===== src/rtl/risc_cpu_pkg.sv =====
`default_nettype none
// ============================================================================
// risc_cpu_pkg : shared fetch-state, width and opcode definitions
// Rev 1.0
// ============================================================================
package risc_cpu_pkg;

   localparam int ADDR_W = 13;
   localparam int OP_W   = 3;

   typedef logic [OP_W-1:0] opcode_t;

   typedef enum logic [1:0] {
      FS_IDLE  = 2'd0,
      FS_RD_HI = 2'd1,
      FS_RD_LO = 2'd2,
      FS_HOLD  = 2'd3
   } fetch_state_e;

endpackage : risc_cpu_pkg
`default_nettype wire


===== src/rtl/instr_fetch_if.sv =====
`default_nettype none
// ============================================================================
// instr_fetch_if : program-counter, program-memory and instruction handshake
// Rev 1.0
// ============================================================================
interface instr_fetch_if
   import risc_cpu_pkg::*;
#(
   parameter int ADDR_W = risc_cpu_pkg::ADDR_W
) ();

   logic [ADDR_W-1:0] pc_addr;
   logic              fetch_en;
   logic              flush;

   logic              mem_rd;
   logic [ADDR_W:0]   mem_addr;
   logic [7:0]        mem_rdata;
   logic              mem_ack;

   logic              ir_valid;
   logic              ir_ready;
   logic [15:0]       ir_data;
   opcode_t           opcode;
   logic [12:0]       ir_addr;

   logic              busy;
   logic              bus_err;

   // master is the fetch unit; slave is the controller/memory side
   modport master (
      input  pc_addr, fetch_en, flush, mem_rdata, mem_ack, ir_ready,
      output mem_rd, mem_addr, ir_valid, ir_data, opcode, ir_addr, busy, bus_err
   );

   modport slave (
      output pc_addr, fetch_en, flush, mem_rdata, mem_ack, ir_ready,
      input  mem_rd, mem_addr, ir_valid, ir_data, opcode, ir_addr, busy, bus_err
   );

endinterface : instr_fetch_if
`default_nettype wire


===== src/rtl/fetch_wdog.sv =====
`default_nettype none
// ============================================================================
// fetch_wdog : memory-read wait counter, flags the cycle the limit is reached
// Rev 1.0
// ============================================================================
module fetch_wdog #(
   parameter int TIMEOUT_CYC = 15
) (
   input  logic clk,
   input  logic rst,
   input  logic clr,
   input  logic inc,
   output logic expired
);

   localparam logic [7:0] c_LAST = 8'(TIMEOUT_CYC - 1);

   logic [7:0] r_cnt;

   always_ff @(posedge clk) begin
      if (rst) begin
         r_cnt <= 8'd0;
      end else if (clr) begin
         r_cnt <= 8'd0;
      end else if (inc) begin
         r_cnt <= r_cnt + 8'd1;
      end
   end

   // High on the unacknowledged cycle whose increment reaches TIMEOUT_CYC
   assign expired = inc && !clr && (r_cnt == c_LAST);

endmodule : fetch_wdog
`default_nettype wire


===== src/rtl/instr_fetch.sv =====
`default_nettype none
// ============================================================================
// instr_fetch : fetches a 16-bit instruction as two byte reads, holds it
//               until the consumer accepts it
// Rev 1.0
// ============================================================================
module instr_fetch
   import risc_cpu_pkg::*;
#(
   parameter int ADDR_W      = risc_cpu_pkg::ADDR_W,
   parameter int TIMEOUT_CYC = 15
) (
   input  logic          clk,
   input  logic          rst,
   instr_fetch_if.master bus
);

   localparam logic [1:0] c_ST_IDLE  = FS_IDLE;
   localparam logic [1:0] c_ST_RD_HI = FS_RD_HI;
   localparam logic [1:0] c_ST_RD_LO = FS_RD_LO;
   localparam logic [1:0] c_ST_HOLD  = FS_HOLD;

   logic [1:0]        r_state;
   logic [1:0]        w_state_nxt;
   logic              w_take_pc;
   logic [ADDR_W-1:0] w_pc_sel;
   logic [ADDR_W-1:0] r_fetch_pc;
   logic [7:0]        r_hi_byte;

   logic              r_mem_rd;
   logic [ADDR_W:0]   r_mem_addr;
   logic              r_ir_valid;
   logic [15:0]       r_ir_data;
   logic              r_busy;
   logic              r_bus_err;

   logic              w_in_read;
   logic              w_wd_clr;
   logic              w_wd_inc;
   logic              w_wd_expired;

   assign w_in_read = (r_state == c_ST_RD_HI) || (r_state == c_ST_RD_LO);

   // Counter sits at zero outside reads and restarts after every ack,
   // so it is clear on entry to both RD_HI and RD_LO.
   assign w_wd_clr = !w_in_read || bus.mem_ack || bus.flush;
   assign w_wd_inc = w_in_read && !bus.mem_ack && !bus.flush;

   fetch_wdog #(
      .TIMEOUT_CYC (TIMEOUT_CYC)
   ) u_wdog (
      .clk     (clk),
      .rst     (rst),
      .clr     (w_wd_clr),
      .inc     (w_wd_inc),
      .expired (w_wd_expired)
   );

   always_comb begin
      w_state_nxt = r_state;
      w_take_pc   = 1'b0;
      case (r_state)
         c_ST_IDLE: begin
            if (bus.fetch_en) begin
               w_state_nxt = c_ST_RD_HI;
               w_take_pc   = 1'b1;
            end
         end
         c_ST_RD_HI: begin
            if (bus.mem_ack) begin
               w_state_nxt = c_ST_RD_LO;
            end else if (w_wd_expired) begin
               w_state_nxt = c_ST_IDLE;
            end
         end
         c_ST_RD_LO: begin
            if (bus.mem_ack) begin
               w_state_nxt = c_ST_HOLD;
            end else if (w_wd_expired) begin
               w_state_nxt = c_ST_IDLE;
            end
         end
         c_ST_HOLD: begin
            if (bus.ir_ready) begin
               if (bus.fetch_en) begin
                  w_state_nxt = c_ST_RD_HI;
                  w_take_pc   = 1'b1;
               end else begin
                  w_state_nxt = c_ST_IDLE;
               end
            end
         end
         default: begin
            w_state_nxt = c_ST_IDLE;
         end
      endcase
      // flush overrides fetch_en, ir_ready and any same-cycle ack
      if (bus.flush) begin
         w_state_nxt = c_ST_IDLE;
         w_take_pc   = 1'b0;
      end
   end

   assign w_pc_sel = w_take_pc ? bus.pc_addr : r_fetch_pc;

   always_ff @(posedge clk) begin
      if (rst) begin
         r_state    <= c_ST_IDLE;
         r_fetch_pc <= '0;
         r_hi_byte  <= 8'd0;
         r_mem_rd   <= 1'b0;
         r_mem_addr <= '0;
         r_ir_valid <= 1'b0;
         r_ir_data  <= 16'd0;
         r_busy     <= 1'b0;
         r_bus_err  <= 1'b0;
      end else begin
         r_state   <= w_state_nxt;
         r_bus_err <= w_wd_expired;
         r_busy    <= (w_state_nxt != c_ST_IDLE);
         r_mem_rd  <= (w_state_nxt == c_ST_RD_HI) || (w_state_nxt == c_ST_RD_LO);
         r_ir_valid <= (w_state_nxt == c_ST_HOLD);

         if (w_take_pc) begin
            r_fetch_pc <= bus.pc_addr;
         end

         if (w_wd_expired) begin
            r_hi_byte <= 8'd0;
         end else if ((r_state == c_ST_RD_HI) && (w_state_nxt == c_ST_RD_LO)) begin
            r_hi_byte <= bus.mem_rdata;
         end

         if (w_state_nxt == c_ST_RD_HI) begin
            r_mem_addr <= {w_pc_sel, 1'b0};
         end else if (w_state_nxt == c_ST_RD_LO) begin
            r_mem_addr <= {r_fetch_pc, 1'b1};
         end

         if ((r_state == c_ST_RD_LO) && (w_state_nxt == c_ST_HOLD)) begin
            r_ir_data <= {r_hi_byte, bus.mem_rdata};
         end
      end
   end

   assign bus.mem_rd   = r_mem_rd;
   assign bus.mem_addr = r_mem_addr;
   assign bus.ir_valid = r_ir_valid;
   assign bus.ir_data  = r_ir_data;
   assign bus.opcode   = r_ir_data[15:13];
   assign bus.ir_addr  = r_ir_data[12:0];
   assign bus.busy     = r_busy;
   assign bus.bus_err  = r_bus_err;

endmodule : instr_fetch
`default_nettype wire


===== src/flat_wrapper.sv =====
// flat-port wrapper written by rule: the top's interface ports become plain ports
module instr_fetch_flat import risc_cpu_pkg::*;
#(
   parameter int ADDR_W      = risc_cpu_pkg::ADDR_W,
   parameter int TIMEOUT_CYC = 15
)
  (clk, rst, bus_pc_addr, bus_fetch_en, bus_flush, bus_mem_rdata, bus_mem_ack, bus_ir_ready, bus_mem_rd, bus_mem_addr, bus_ir_valid, bus_ir_data, bus_opcode, bus_ir_addr, bus_busy, bus_bus_err);
  instr_fetch_if #(.ADDR_W(ADDR_W)) bus_i ();
  input  logic clk;
  input  logic rst;
  input wire logic [$bits(bus_i.pc_addr)-1:0] bus_pc_addr;
  input wire logic [$bits(bus_i.fetch_en)-1:0] bus_fetch_en;
  input wire logic [$bits(bus_i.flush)-1:0] bus_flush;
  input wire logic [$bits(bus_i.mem_rdata)-1:0] bus_mem_rdata;
  input wire logic [$bits(bus_i.mem_ack)-1:0] bus_mem_ack;
  input wire logic [$bits(bus_i.ir_ready)-1:0] bus_ir_ready;
  output wire logic [$bits(bus_i.mem_rd)-1:0] bus_mem_rd;
  output wire logic [$bits(bus_i.mem_addr)-1:0] bus_mem_addr;
  output wire logic [$bits(bus_i.ir_valid)-1:0] bus_ir_valid;
  output wire logic [$bits(bus_i.ir_data)-1:0] bus_ir_data;
  output wire logic [$bits(bus_i.opcode)-1:0] bus_opcode;
  output wire logic [$bits(bus_i.ir_addr)-1:0] bus_ir_addr;
  output wire logic [$bits(bus_i.busy)-1:0] bus_busy;
  output wire logic [$bits(bus_i.bus_err)-1:0] bus_bus_err;
  assign bus_i.pc_addr = bus_pc_addr;
  assign bus_i.fetch_en = bus_fetch_en;
  assign bus_i.flush = bus_flush;
  assign bus_i.mem_rdata = bus_mem_rdata;
  assign bus_i.mem_ack = bus_mem_ack;
  assign bus_i.ir_ready = bus_ir_ready;
  assign bus_mem_rd = bus_i.mem_rd;
  assign bus_mem_addr = bus_i.mem_addr;
  assign bus_ir_valid = bus_i.ir_valid;
  assign bus_ir_data = bus_i.ir_data;
  assign bus_opcode = bus_i.opcode;
  assign bus_ir_addr = bus_i.ir_addr;
  assign bus_busy = bus_i.busy;
  assign bus_bus_err = bus_i.bus_err;
  instr_fetch #(.ADDR_W(ADDR_W), .TIMEOUT_CYC(TIMEOUT_CYC)) u_core (.clk(clk), .rst(rst), .bus(bus_i));
endmodule

===== config.mk =====
export PLATFORM = sky130hd
export DESIGN_NAME = instr_fetch_flat
export DESIGN_NICKNAME = d
export VERILOG_FILES = /design/src/rtl/risc_cpu_pkg.sv /design/src/rtl/instr_fetch_if.sv /design/src/rtl/fetch_wdog.sv /design/src/rtl/instr_fetch.sv /design/src/flat_wrapper.sv
export SDC_FILE = /design/constraint.sdc
export NUM_CORES = 1
export LEC_CHECK = 0
export ABC_AREA = 1
export ABC_CLOCK_PERIOD_IN_PS = 5300
export CORE_MARGIN = 1.5
export CORE_UTILIZATION = 52
export DETAILED_ROUTE_END_ITERATION = 10
export GPL_TIMING_DRIVEN = 0
export PLACE_DENSITY = 0.94
export SYNTH_ARGS = -nofsm -noshare
export SYNTH_HDL_FRONTEND = slang
export SYNTH_HIERARCHICAL = 1
export SYNTH_SLANG_ARGS = --single-unit

===== constraint.sdc =====
create_clock -name clk -period 5.3 [get_ports clk]
set_input_delay 1.06 -clock clk [delete_from_list [all_inputs] [get_ports clk]]
set_output_delay 1.06 -clock clk [all_outputs]
set_load 0.02 [all_outputs]

==> results.md, run 1 <==
- Clock tree synthesis selected as its root buffer the cell sky130_fd_sc_hd__clkbuf_8.
- The CTS sink count is 65.
- The library cell with the highest instance count after synthesis is sky130_fd_sc_hd__nor2_1.
- Counting the buffers created by CTS gives 9.
- For this design the static power due to leakage is 1.741 nW.
- The initial antenna violation count is 0.
- The count of hold-fix buffers inserted at cts is 0.
- The vertical die dimension is 78.91 µm.
- The relative contribution of the clock network to total power is 37.4%.
- For this run, the total global-route usage over all layers was measured as 25.21%.
- In this run, distinct cell masters in the synthesized netlist total 22.
- The most used flip-flop cell after synthesis is sky130_fd_sc_hd__dfxtp_1.
- The I/O pin count is 77.
- Setup slack on the worst reg-to-reg path comes out at between 1500 and 2000 ps.
- The flow ran to the end, and the final reports show no timing, DRC or antenna violations.
- The post-route cell area is ~0.0040 mm².
- The endpoint identified for the worst register-to-register timing path is u_core/bus.ir_data[3]$_SDFFE_PP0P_.
- For this configuration, the core starts out at a cell density of between 50% and 60%.
- Clock-pin slew was measured on the worst setup and hold paths at 60 ps.
- The detailed router finished its first iteration with 203 violations.
- The design draws between 1 and 1.5 mW.
- In the final routed layout, each cell accounts on average for 13.03 µm.
- Setup violations remaining at the end of the flow were counted as 0.
- The buffers inserted during post-CTS setup optimization is 0.
- In the routed design, unresolved DRC markers number 0.
- The average cell area after synthesis is 7.345 µm².
- The detail route stage leaves a number of antenna-violating nets equal to 0.
- The mapped netlist covers 0.002997 mm².
- Static timing analysis puts the maximum clock frequency at 250.8 MHz.
- The startpoint of the worst-slack reg-to-reg timing path is u_core/r_state[1]$_SDFF_PP0_.
- The path with the worst hold slack has its endpoint at u_core/r_hi_byte[0]$_SDFFE_PP0P_.
- In this run the standard cell core region covers 0.005540 mm².
- The x dimension of the die is 78.91 µm.
- The power per unit of standard cell area is ~280 mW/mm².
- Between clock sinks in the finished design, the worst skew comes to 6.035 ps.
- In the synthesized netlist the async set-or-reset flop fraction comes to 0%.
- The worst pin sits at a relative slew slack of 64.29%.
- The area occupied by multi-input gates is 0.001299 mm².
- Of the cells placed in the final design, the portion with a size suffix greater than 1 is 11.22%.
- The global-route wire length before repair is between 10 and 15 mm.
- Once the clock tree was built, the resizer swapped 0 gates to a different size.
- The internal power consumption is between 0.8 and 0.9 mW.
- The layout has 418 filler cells.
- After routing, the total negative slack on setup checks comes to 0 ps.
- The global route total overflow is 0.
- Synthesis inferred 65 register bits.
- The area growth from synthesis to final layout is 34.91%.
- The sequential cells in the finished layout cover a total of 0.001301 mm².
- Buffers placed on the I/O ports in this run total 76.
- At the worst endpoint, the required time is 5540 ps.
- The largest voltage drop on the vdd net is 203.6 µV.
- The worst min-delay path startpoint is u_core/r_hi_byte[0]$_SDFFE_PP0P_.
- The worst setup path is captured at a register.
- For the pin with the worst max-slew slack, the measured transition is around 540 ps.
- Detailed placement ended at an HPWL of 5.136 mm.
- In this run the worst hold path is classified as reg -> reg.
- The number of hold-slack violations in the final timing report is 0.
- The maximum fanout encountered on the critical timing path is 10.
- The number of antenna diodes in the final layout is 0.
- The arrival time at the worst endpoint is between 4000 and 5000 ps.
- Setup repair after global routing left no endpoint under its margin.
- The maximum level of the CTS H-tree is 3.
- The first-pass iteration count of the detailed router is 5.
- The worst hold path was traced through 2 stages.
- The number of nets in the synthesized netlist is 446.
- Of the total power, the share spent switching nets is around a quarter.
- The final-report max-slew violation count is 0.
- The clock latency reported for the late side of the worst-skew pair is about 350 ps.
- Synthesis handed over a netlist of between 400 and 500 instances.
- By count the netlist is led by 75 x sky130_fd_sc_hd__nor2_1, 65 x sky130_fd_sc_hd__dfxtp_1, 54 x sky130_fd_sc_hd__inv_1, 40 x sky130_fd_sc_hd__o21ai_0, 38 x sky130_fd_sc_hd__a21oi_1.
- The count of cells along the worst register-to-register path is 19.
- The part of the cycle the worst path needs is 75.24%.
- Ranked by total cell area, the synthesized netlist is headed by sky130_fd_sc_hd__dfxtp_1 43%, sky130_fd_sc_hd__nor2_1 9.4%, sky130_fd_sc_hd__inv_1 6.8%, sky130_fd_sc_hd__o21ai_0 6.7%, sky130_fd_sc_hd__a21oi_1 6.3%.
- The share of the yosys chip area belonging to registers is 43.42%.
- For this design the total switching power over the nets is 0.3017 mW.
- After detailed routing, the number of vias per cell comes to 5.177.
- The number of global-route vias before repair was about 2,800.
- The final layout contains 533 nets.
- The sort of element at the start of the critical path is a primary input.
- The number of maximum-capacitance violations is 0.
- The maximum buffer depth of the clock tree is 2.
- Routability-driven placement finished with a final weighted congestion of 0.8692.
- The number of warnings printed during yosys synthesis is 6.
- The pin count of the biggest net entering global routing is 11.
- The area enclosed by the die boundary is 0.006227 mm².
- The number of enable-type register cells in the synthesized netlist is 0.
- For this block, the via count after detailed routing is 2,956.
- After floorplanning, the core was divided into 27 placement rows.
- TritonCTS built the clock tree.
- For the finished layout, the period the worst path requires is 3988 ps.
- The critical path is of the in -> reg type.
- The instance area at placement is 0.003847 mm².
- The portion of total power attributed to sequential cells is 46.5%.
- The top cell type by total area after synthesis is sky130_fd_sc_hd__dfxtp_1.
- For this block, the routed nets add up to 7.438 mm of wire.
- Summed over its instances, the top area cell type makes up 43.42% of the synthesized netlist area.
- Of the total power, combinational logic draws 16.2%.
-- per-stage QoR --
stage,hold slack (ps),util (%),setup slack [ps],std cells
floorplan,429.2,-,2128,408
global placement,440.4,69.44,1187,556
detailed placement,451.8,69.44,1107,556
CTS,463.6,72.97,1396,571
global route,474.8,72.97,1025,571
finish,459.4,72.97,1312,571
-- layout make-up --
type                    instances  share of cell area [%]
flip-flops and latches         65                   32.19
multi-input cells             258                   32.13
repair buffers                 76                   18.82
inverters                      55                   5.107
plain buffers                  30                   4.704
clock buffers                  12                   3.838
well taps                      72                   2.228
clock inverters                 3                  0.9904
-- logic make-up after synthesis --
group	synth area share (%)
AO/OA/AOI/OAI	13.19
flip-flops	43.42
adder cells (fa/ha/maj)	4.593
AND/OR/NAND/NOR	25.55
buffers and inverters	13.24
-- layer usage --
metal | track usage, % | part of all wire (%)
met4 | 12.98 | 2.2
met1 | 27.53 | 40
met5 | 0 | 0
met3 | 6.207 | 7.8
met2 | 45.09 | 50
-- placed cells by master (no fill, tap or decap), drive strengths merged --
cell / Yosys / final
nand3: 34 / 34
clkdlybuf4s50: 0 / 76
ha: 11 / 11
o21ai: 41 / 41
nand2: 48 / 48
nand4: 2 / 2
nor2: 78 / 78
buf: 24 / 24
clkbuf: 6 / 18
a21oi: 38 / 38
nor3: 6 / 6
clkinv: 1 / 3
inv: 54 / 54
bufinv: 0 / 1
dfxtp: 65 / 65
-- critical path, cell delays in order --
cell	delay [ps]
sky130_fd_sc_hd__clkdlybuf4s50_1	470
sky130_fd_sc_hd__inv_1	120
sky130_fd_sc_hd__nand3_1	130
sky130_fd_sc_hd__inv_1	260
sky130_fd_sc_hd__nand4_1	140
sky130_fd_sc_hd__nor3_1	320
sky130_fd_sc_hd__inv_1	100
sky130_fd_sc_hd__nand3_1	100
sky130_fd_sc_hd__nand2_1	60
sky130_fd_sc_hd__nand2_1	60
sky130_fd_sc_hd__nand2_1	50
sky130_fd_sc_hd__nand2_1	130
sky130_fd_sc_hd__inv_1	100
sky130_fd_sc_hd__ha_1	250
sky130_fd_sc_hd__nand2_1	190
sky130_fd_sc_hd__clkinv_1	250
sky130_fd_sc_hd__buf_2	260
sky130_fd_sc_hd__nor2_1	110
sky130_fd_sc_hd__nor2_1	50
-- flip-flops by register name, summed over array words and instances, names as in the netlist --
name,count
u_core/bus.busy,1
u_core/bus.bus_err,1
u_core/r_fetch_pc,13
u_core/r_state,2
u_core/bus.mem_rd,1
u_core/bus.ir_data,16
u_core/u_wdog/r_cnt,8
u_core/bus.ir_valid,1
u_core/r_hi_byte,8
u_core/bus.mem_addr,14
-- how the worst max path moves through the flow --
stage | depth (start not counted) | start | endpoint
final | 19 | bus_flush | u_core/bus.ir_data[3]$_SDFFE_PP0P_
after global routing | 19 | bus_flush | u_core/bus.ir_data[3]$_SDFFE_PP0P_
after CTS | 19 | bus_flush | u_core/bus.ir_data[4]$_SDFFE_PP0P_
after detailed placement | 19 | bus_flush | u_core/bus.ir_data[4]$_SDFFE_PP0P_
after global placement | 19 | bus_flush | u_core/bus.ir_data[2]$_SDFFE_PP0P_
after floorplan | 18 | bus_mem_ack | u_core/bus.ir_data[10]$_SDFFE_PP0P_
-- power by group through the flow --
stage | clock network, mW | logic (mW) | registers (mW)
2_1_floorplan | 0 | 0.0885 | 0.550
3_3_place_gp | 0 | 0.173 | 0.534
3_5_place_dp | 0 | 0.178 | 0.535
4_1_cts | 0.425 | 0.181 | 0.525
5_1_grt | 0.446 | 0.200 | 0.527
6_report | 0.422 | 0.183 | 0.525
(Power assumes the default switching activity.)
==> run 2: changes to the inputs <==
ABC_CLOCK_PERIOD_IN_PS = 4200   (was 5300)
CORE_UTILIZATION = 49   (was 52)
PLACE_DENSITY = 0.9   (was 0.94)
clock period = 4.2 ns   (was 5.3 ns; I/O delays follow)
==> run 2 against run 1 <==
Net effect: sequential power rose by 26%; worst hold slack improved by 15 ps; worst setup slack got worse by 830 ps; clock power rose by 41%; cell count rose by 0.70%; register-to-register slack got worse by 1000 ps; largest cell class unchanged; largest power group unchanged.
==> results.md, run 2 (synthesis results as in run 1) <==
- The run finished with clean final reports.
- The worst path in the final design needs a cycle of 3714 ps, including I/O delays and setup.
- The top cell types in the final layout, fill and taps aside, are 76 x sky130_fd_sc_hd__clkdlybuf4s50_1, 75 x sky130_fd_sc_hd__nor2_1, 65 x sky130_fd_sc_hd__dfxtp_1.
- The initial antenna violation count is 0 (unchanged).
- The count of nets left with antenna violations after detail routing is 0 (unchanged).
- For this run, the top clock speed supported by timing is about 270 MHz.
- The count of hold-fix buffers inserted at cts is 0 (unchanged).
- The average detailed-routed wire length per instance is 12.99 µm (-0.28%).
- In this run the worst hold path is classified as reg -> reg.
- The post-route core utilization was 68.89% (-4.1 points).
- The number of flip-flops under the largest register name was 16 (unchanged).
- The final-report max-slew violation count is 0 (unchanged).
- The highest routed metal layer is met4.
- The transition time at the pin with the least slew margin was 541.0 ps (+5.380 ps).
- The power per unit of standard cell area was 365.5 mW/mm² (+31%).
- The post-detailed-route DRC marker count is 0 (unchanged).
- The total detailed-routing wirelength came to 7.469 mm (+0.42%).
- The routed length on met1 is 2.978 mm (+1.1%).
- In this run the worst setup path begins at bus_flush.
- The total inserted antenna cells was 0 (unchanged).
- The arrival time at the worst endpoint was 3950 ps (-270 ps).
- The required time at the endpoint of the critical path came to 4430 ps (-1110 ps).
- The total met3 wirelength after detailed routing is 612 µm (+5.7%).
- The vertical die dimension was 81.20 µm (+2.9%).
- The post-route cell area came to 0.004079 mm² (+0.90%).
- The number of setup violations in the final report is 0 (unchanged).
- The count of input and output buffers is 76 (unchanged).
- The remaining max-slew budget at the tightest pin was 63.94% (-0.36 points).
- The final critical path takes up 88.44% of the cycle.
- The x dimension of the die is 81.20 µm (+2.9%).
- The placer congestion estimate is 0.8507 (-2.1%).
- STA classifies the critical path endpoint as a register.
- The minimum setup slack among reg-to-reg paths came to 630 ps (-1050 ps).
- The instance area at placement is 0.003851 mm² (about the same).
- The count of cells along the worst register-to-register path is 19 (unchanged).
- The CTS sink count came to 65 (unchanged).
- The setup TNS is 0 ps (unchanged).
- The number of buffers created by CTS is 9 (unchanged).
- The most common cell after layout, fill and taps aside is sky130_fd_sc_hd__clkdlybuf4s50_1.
- The I/O pin count is 77 (unchanged).
- The worst setup path is launched from a primary input.
- The post-cts resize count was 0 (unchanged).
- The setup path with the least slack is of type in -> reg.
- The final setup slack of the worst path came to 485.6 ps (-826.5 ps).
- The number of core rows was 28 (+3.7%).
- The global route total overflow was 0 (unchanged).
- The largest voltage drop on the vdd net is 231.9 µV (+14%).
- The post-DP HPWL was 5.197 mm (+1.2%).
- The leakage power figure is 1.752 nW (+0.61%).
- The starting DRC count in detailed routing is 214 (+5.4%).
- In this run the critical register-to-register path is launched from u_core/r_state[1]$_SDFF_PP0_.
- The clock root buffer master is sky130_fd_sc_hd__clkbuf_8.
- Setup repair after global routing left no endpoint under its margin.
- The final-stage net count is 533 (unchanged).
- The global-route wire length before repair came to 11.52 mm (-5.9%).
- The area growth from synthesis to layout is 36.12%.
- In this run the critical register-to-register path is captured at u_core/bus.ir_data[5]$_SDFFE_PP0P_.
- The ratio of routed vias to standard cells is 5.207 (+0.58%).
- The clock latency reported for the late side of the worst-skew pair came to 340 ps (about the same).
- The final clock skew is 8.027 ps (+1.992 ps).
- The maximum level of the CTS H-tree is 3 (unchanged).
- The area enclosed by the die boundary is 0.006593 mm² (+5.9%).
- The global-route usage over all layers is 23.21% (-2.0 points).
- The number of maximum-capacitance violations was 0 (unchanged).
- The total via count in the routed design was 2,994 (+1.3%).
- The number of global-route vias before repair is 2,652 (-6.3%).
- The setup slack at placement is 256.1 ps (-850.6 ps).
- The area of the placeable core is 0.005921 mm² (+6.9%).
- The maximum fanout encountered on the critical timing path is 10 (unchanged).
- The starting utilization of the core area was 50.61% (-3.5 points).
- The fraction of final layout cells with drive strength greater than 1 is 11.60% (+0.38 points).
- The first-pass iteration count of the detailed router is 5 (unchanged).
- The pin count of the biggest net entering global routing is 13 (+2).
- The capturing instance or port of the critical path is u_core/bus.ir_data[5]$_SDFFE_PP0P_.
- The clock-pin slew on the worst setup and hold paths is 70 ps (about the same).
- TritonCTS built the clock tree.
- The buffers inserted during post-CTS setup optimization is 0 (unchanged).
- The maximum buffer depth of the clock tree is 2 (unchanged).
- The detailed-routed wire length on met2 came to 3.650 mm (-2.6%).
- The number of hold-slack violations in the final timing report came to 0 (unchanged).
[run 2: worst max-delay path, stage by stage]
cell and delay [ps]:
sky130_fd_sc_hd__clkdlybuf4s50_1 460, sky130_fd_sc_hd__inv_1 120, sky130_fd_sc_hd__nand3_1 110, sky130_fd_sc_hd__inv_1 240, sky130_fd_sc_hd__nand4_1 130, sky130_fd_sc_hd__nor3_1 320
sky130_fd_sc_hd__inv_1 120, sky130_fd_sc_hd__nand3_1 120, sky130_fd_sc_hd__nand2_1 60, sky130_fd_sc_hd__nand2_1 60, sky130_fd_sc_hd__nand2_1 50, sky130_fd_sc_hd__nand2_1 120
sky130_fd_sc_hd__inv_1 80, sky130_fd_sc_hd__ha_1 230, sky130_fd_sc_hd__nand2_1 170, sky130_fd_sc_hd__clkinv_1 260, sky130_fd_sc_hd__buf_2 260, sky130_fd_sc_hd__nor2_1 130
sky130_fd_sc_hd__nor2_1 60
[run 2: cell type report]
class / instances / area (µm²)
fillers: 448 / 1842
plain buffers: 30 / 190.2
inverters: 55 / 206.4
clock inverters: 6 / 90.09
flip-flops and latches: 65 / 1301
well taps: 75 / 93.84
multi-input cells: 258 / 1299
clock buffers: 10 / 137.6
repair buffers: 76 / 760.7
[run 2: layer usage]
| layer | vias to the layer above | global-route usage (%) |
|---|---|---|
| met2 | 168 | 39.00 |
| met5 | - | 0 |
| met3 | 23 | 6.292 |
| li1 | 1461 | - |
| met4 | 0 | 13.28 |
| met1 | 1342 | 26.44 |
[run 2: how the worst min path moves through the flow]
stage	startpoint	endpoint	slack, ps	cells past startpoint
final	u_core/r_hi_byte[0]$_SDFFE_PP0P_	u_core/bus.ir_data[8]$_SDFFE_PP0P_	470	2
after global routing	u_core/r_hi_byte[0]$_SDFFE_PP0P_	u_core/bus.ir_data[8]$_SDFFE_PP0P_	500	2
after CTS	u_core/r_hi_byte[0]$_SDFFE_PP0P_	u_core/bus.ir_data[8]$_SDFFE_PP0P_	470	2
after detailed placement	u_core/r_hi_byte[0]$_SDFFE_PP0P_	u_core/bus.ir_data[8]$_SDFFE_PP0P_	460	2
after global placement	u_core/r_hi_byte[0]$_SDFFE_PP0P_	u_core/bus.ir_data[8]$_SDFFE_PP0P_	450	2
after floorplan	u_core/r_hi_byte[0]$_SDFFE_PP0P_	u_core/r_hi_byte[0]$_SDFFE_PP0P_	430	2
[run 2: report_power, final]
part           switching [mW]  total [mW]  internal (mW)
clock network           0.244       0.596          0.352
registers              0.0156       0.662          0.646
logic                   0.136       0.233         0.0970
total                   0.396        1.49           1.10
[run 2: stage by stage]
step	instances	power [mW]	hold slack (ps)
after global routing	575	1.561	503.8
after floorplan	408	0.8062	429.2
after CTS	575	1.501	470.7
after detailed placement	559	0.9011	462.2
final	575	1.491	474.3
after global placement	559	0.8938	445.3
==> run 3: changes to the inputs <==
PLACE_DENSITY = unset   (was 0.9)
PLACE_DENSITY_LB_ADDON = 0.08   (was unset)
RECOVER_POWER = 100   (was unset)
==> run 3 against run 2 <==
Net effect: design area is 2.2% lower; cell count is 0.52% lower; sequential power hardly changed; combinational power is 6% lower; critical endpoint is now u_core/bus.mem_addr[13]$_SDFFE_PP0P_; non-clock buffer count stayed put; clock-buffer cell count is 3 higher; critical path type unchanged; critical path depth is 1 lower; highest routed layer unchanged; register-to-register slack hardly changed; via count is 5.5% lower; clock power is 22% lower.
==> results.md, run 3 (synthesis results as in run 1) <==
- The post-layout instance count excluding filler cells is 572 (-0.52%).
- The x dimension of the die came to 81.20 µm (unchanged).
- The required time at the endpoint of the critical path was 4460 ps (+30 ps).
- Setup repair after global routing left no endpoint under its margin.
- The global-route usage over all layers is 22.02% (-1.2 points).
- The leakage power figure came to 1.883 nW (+7.5%).
- The ratio of routed vias to standard cells was 4.946 (-5.0%).
- The top cell types in the final layout, fill and taps aside, are 76 x sky130_fd_sc_hd__nor2_1, 65 x sky130_fd_sc_hd__dfxtp_1, 54 x sky130_fd_sc_hd__inv_1.
- The filler cell count was 533 (+19%).
- The total instance count after detailed placement is 559 (unchanged).
- The total detailed-routing wirelength is 6.894 mm (-7.7%).
- The I/O pin count was 77 (unchanged).
- Relative to the synthesized area, the layout overhead comes to 33.15%.
- The CTS sink count was 65 (unchanged).
- The area enclosed by the die boundary is 0.006593 mm² (unchanged).
- The number of global-route vias before repair is 2,504 (-5.6%).
- The vertical die dimension was 81.20 µm (unchanged).
- The post-route core utilization came to 67.39% (-1.5 points).
- The endpoint type of the worst setup path is a register.
- The minimum setup slack among reg-to-reg paths is 640 ps (about the same).
- The transition time at the pin with the least slew margin is 528.3 ps (-12.62 ps).
- The starting utilization of the core area is 50.61% (unchanged).
- The starting DRC count in detailed routing is 115 (-46%).
- The count of input and output buffers is 76 (unchanged).
- The post-detailed-route DRC marker count is 0 (unchanged).
- The class of the most critical setup path is in -> reg.
- The maximum fanout encountered on the critical timing path is 10 (unchanged).
- The arrival time at the worst endpoint is 4010 ps (+60 ps).
- The clock latency reported for the late side of the worst-skew pair came to 330 ps (about the same).
- The run finished with clean final reports.
- The total met3 wirelength after detailed routing was 259 µm (-58%).
- The global route total overflow is 0 (unchanged).
- The sequential cell area is 0.001301 mm² (unchanged).
- The number of buffers created by CTS is 9 (unchanged).
- The post-cts resize count is 0 (unchanged).
- The worst setup path is launched from a primary input.
- The clock tree from TritonCTS is yes.
- The initial antenna violation count came to 0 (unchanged).
- The maximum buffer depth of the clock tree is 2 (unchanged).
- The part of the cycle the worst path needs is 89.27% (+0.83 points).
- The first-pass iteration count of the detailed router is 4 (-1).
- The number of maximum-capacitance violations is 0 (unchanged).
- In this run the top signal layer used is met4.
- The global-route wire length before repair is 11.14 mm (-3.2%).
- The number of flip-flops under the largest register name was 16 (unchanged).
- The clock-pin slew on the worst setup and hold paths is 60 ps (about the same).
- The count of hold-fix buffers inserted at cts is 0 (unchanged).
- The number of core rows was 28 (unchanged).
- The placer congestion estimate is 0.9154 (+7.6%).
- The final-stage net count is 533 (unchanged).
- The pin count of the biggest net entering global routing is 11 (-2).
- The tree is rooted in a sky130_fd_sc_hd__clkbuf_8.
- The routed length on met1 was 3.276 mm (+10%).
- The time the final worst path needs with I/O delays and setup was 3749 ps (+34.92 ps).
- The total via count in the routed design was 2,829 (-5.5%).
- The final clock skew is 3.975 ps (-4.052 ps).
- The maximum level of the CTS H-tree is 3 (unchanged).
- The area occupied by multi-input gates was 0.001274 mm² (-1.9%).
- The average detailed-routed wire length per instance came to 12.05 µm (-7.2%).
- The most common cell after layout, fill and taps aside is sky130_fd_sc_hd__nor2_1.
- The post-DP HPWL was 5.066 mm (-2.5%).
- The total inserted antenna cells was 0 (unchanged).
- The detailed-routed wire length on met2 is 3.270 mm (-10%).
- The number of hold-slack violations in the final timing report is 0 (unchanged).
- The remaining max-slew budget at the tightest pin came to 64.65% (+0.71 points).
- The power per unit of standard cell area is 336.7 mW/mm² (-7.9%).
- The type of the worst min-delay path is reg -> reg.
- The number of setup violations in the final report was 0 (unchanged).
- The total power is 1.343 mW (-9.9%).
- The fraction of final layout cells with drive strength greater than 1 is 9.658% (-1.9 points).
- The setup TNS is 0 ps (unchanged).
- The fmax is 266.7 MHz (-0.93%).
- The largest voltage drop on the vdd net came to 254.2 µV (+9.6%).
- The area of the placeable core is 0.005921 mm² (unchanged).
- The count of nets left with antenna violations after detail routing was 0 (unchanged).
- The final-report max-slew violation count is 0 (unchanged).
- The buffers inserted during post-CTS setup optimization was 0 (unchanged).
-- run 3: final timing paths --
check	startpoint	to	depth (start not counted)
hold reg to reg	u_core/r_hi_byte[0]$_SDFFE_PP0P_	u_core/bus.ir_data[8]$_SDFFE_PP0P_	2
hold / removal	u_core/r_hi_byte[0]$_SDFFE_PP0P_	u_core/bus.ir_data[8]$_SDFFE_PP0P_	2
setup / recovery	bus_flush	u_core/bus.mem_addr[13]$_SDFFE_PP0P_	18
setup reg to reg	u_core/r_state[1]$_SDFF_PP0_	u_core/bus.mem_addr[13]$_SDFFE_PP0P_	18
-- run 3: per-layer routing --
layer	track usage [%]	up-vias
li1	-	1448
met1	28.02	1309
met2	36.92	65
met3	4.157	7
met4	8.276	0
met5	0	-
-- run 3: metrics by stage --
stage	hold WS, ps	worst slack [ps]	cell area (µm²)
6_report	466.1	450.7	3990
5_1_grt	476.7	123.0	3990
4_1_cts	462.6	520.7	4020
3_5_place_dp	454.1	195.7	3851
3_3_place_gp	445.8	214.0	3851
2_1_floorplan	429.2	1248	2997
-- run 3: critical path, cell delays in order --
cell	delay (ps)
sky130_fd_sc_hd__clkdlybuf4s50_1	460
sky130_fd_sc_hd__inv_1	130
sky130_fd_sc_hd__nand3_1	120
sky130_fd_sc_hd__inv_1	230
sky130_fd_sc_hd__nand4_1	140
sky130_fd_sc_hd__nor3_1	340
sky130_fd_sc_hd__inv_1	120
sky130_fd_sc_hd__nand3_1	100
sky130_fd_sc_hd__nand2_1	50
sky130_fd_sc_hd__nand2_1	60
sky130_fd_sc_hd__nand2_1	50
sky130_fd_sc_hd__nand2_1	120
sky130_fd_sc_hd__inv_1	80
sky130_fd_sc_hd__ha_1	290
sky130_fd_sc_hd__nor2_1	280
sky130_fd_sc_hd__clkbuf_2	310
sky130_fd_sc_hd__a21oi_1	110
sky130_fd_sc_hd__a21oi_1	170
-- run 3: area by class of cell --
cell class,count,share of cell area (%)
Clock buffer,13,4.233
Multi-Input combinational cell,258,31.92
Sequential cell,65,32.61
Timing Repair Buffer,76,19.07
Tap cell,75,2.352
Buffer,30,4.641
Inverter,55,5.174
-- run 3: power breakdown --
part / switching, mW / total, mW / internal (mW)
Clock: 0.212 / 0.465 / 0.253
Sequential: 0.0139 / 0.661 / 0.647
Combinational: 0.129 / 0.218 / 0.0889
Total: 0.355 / 1.34 / 0.989
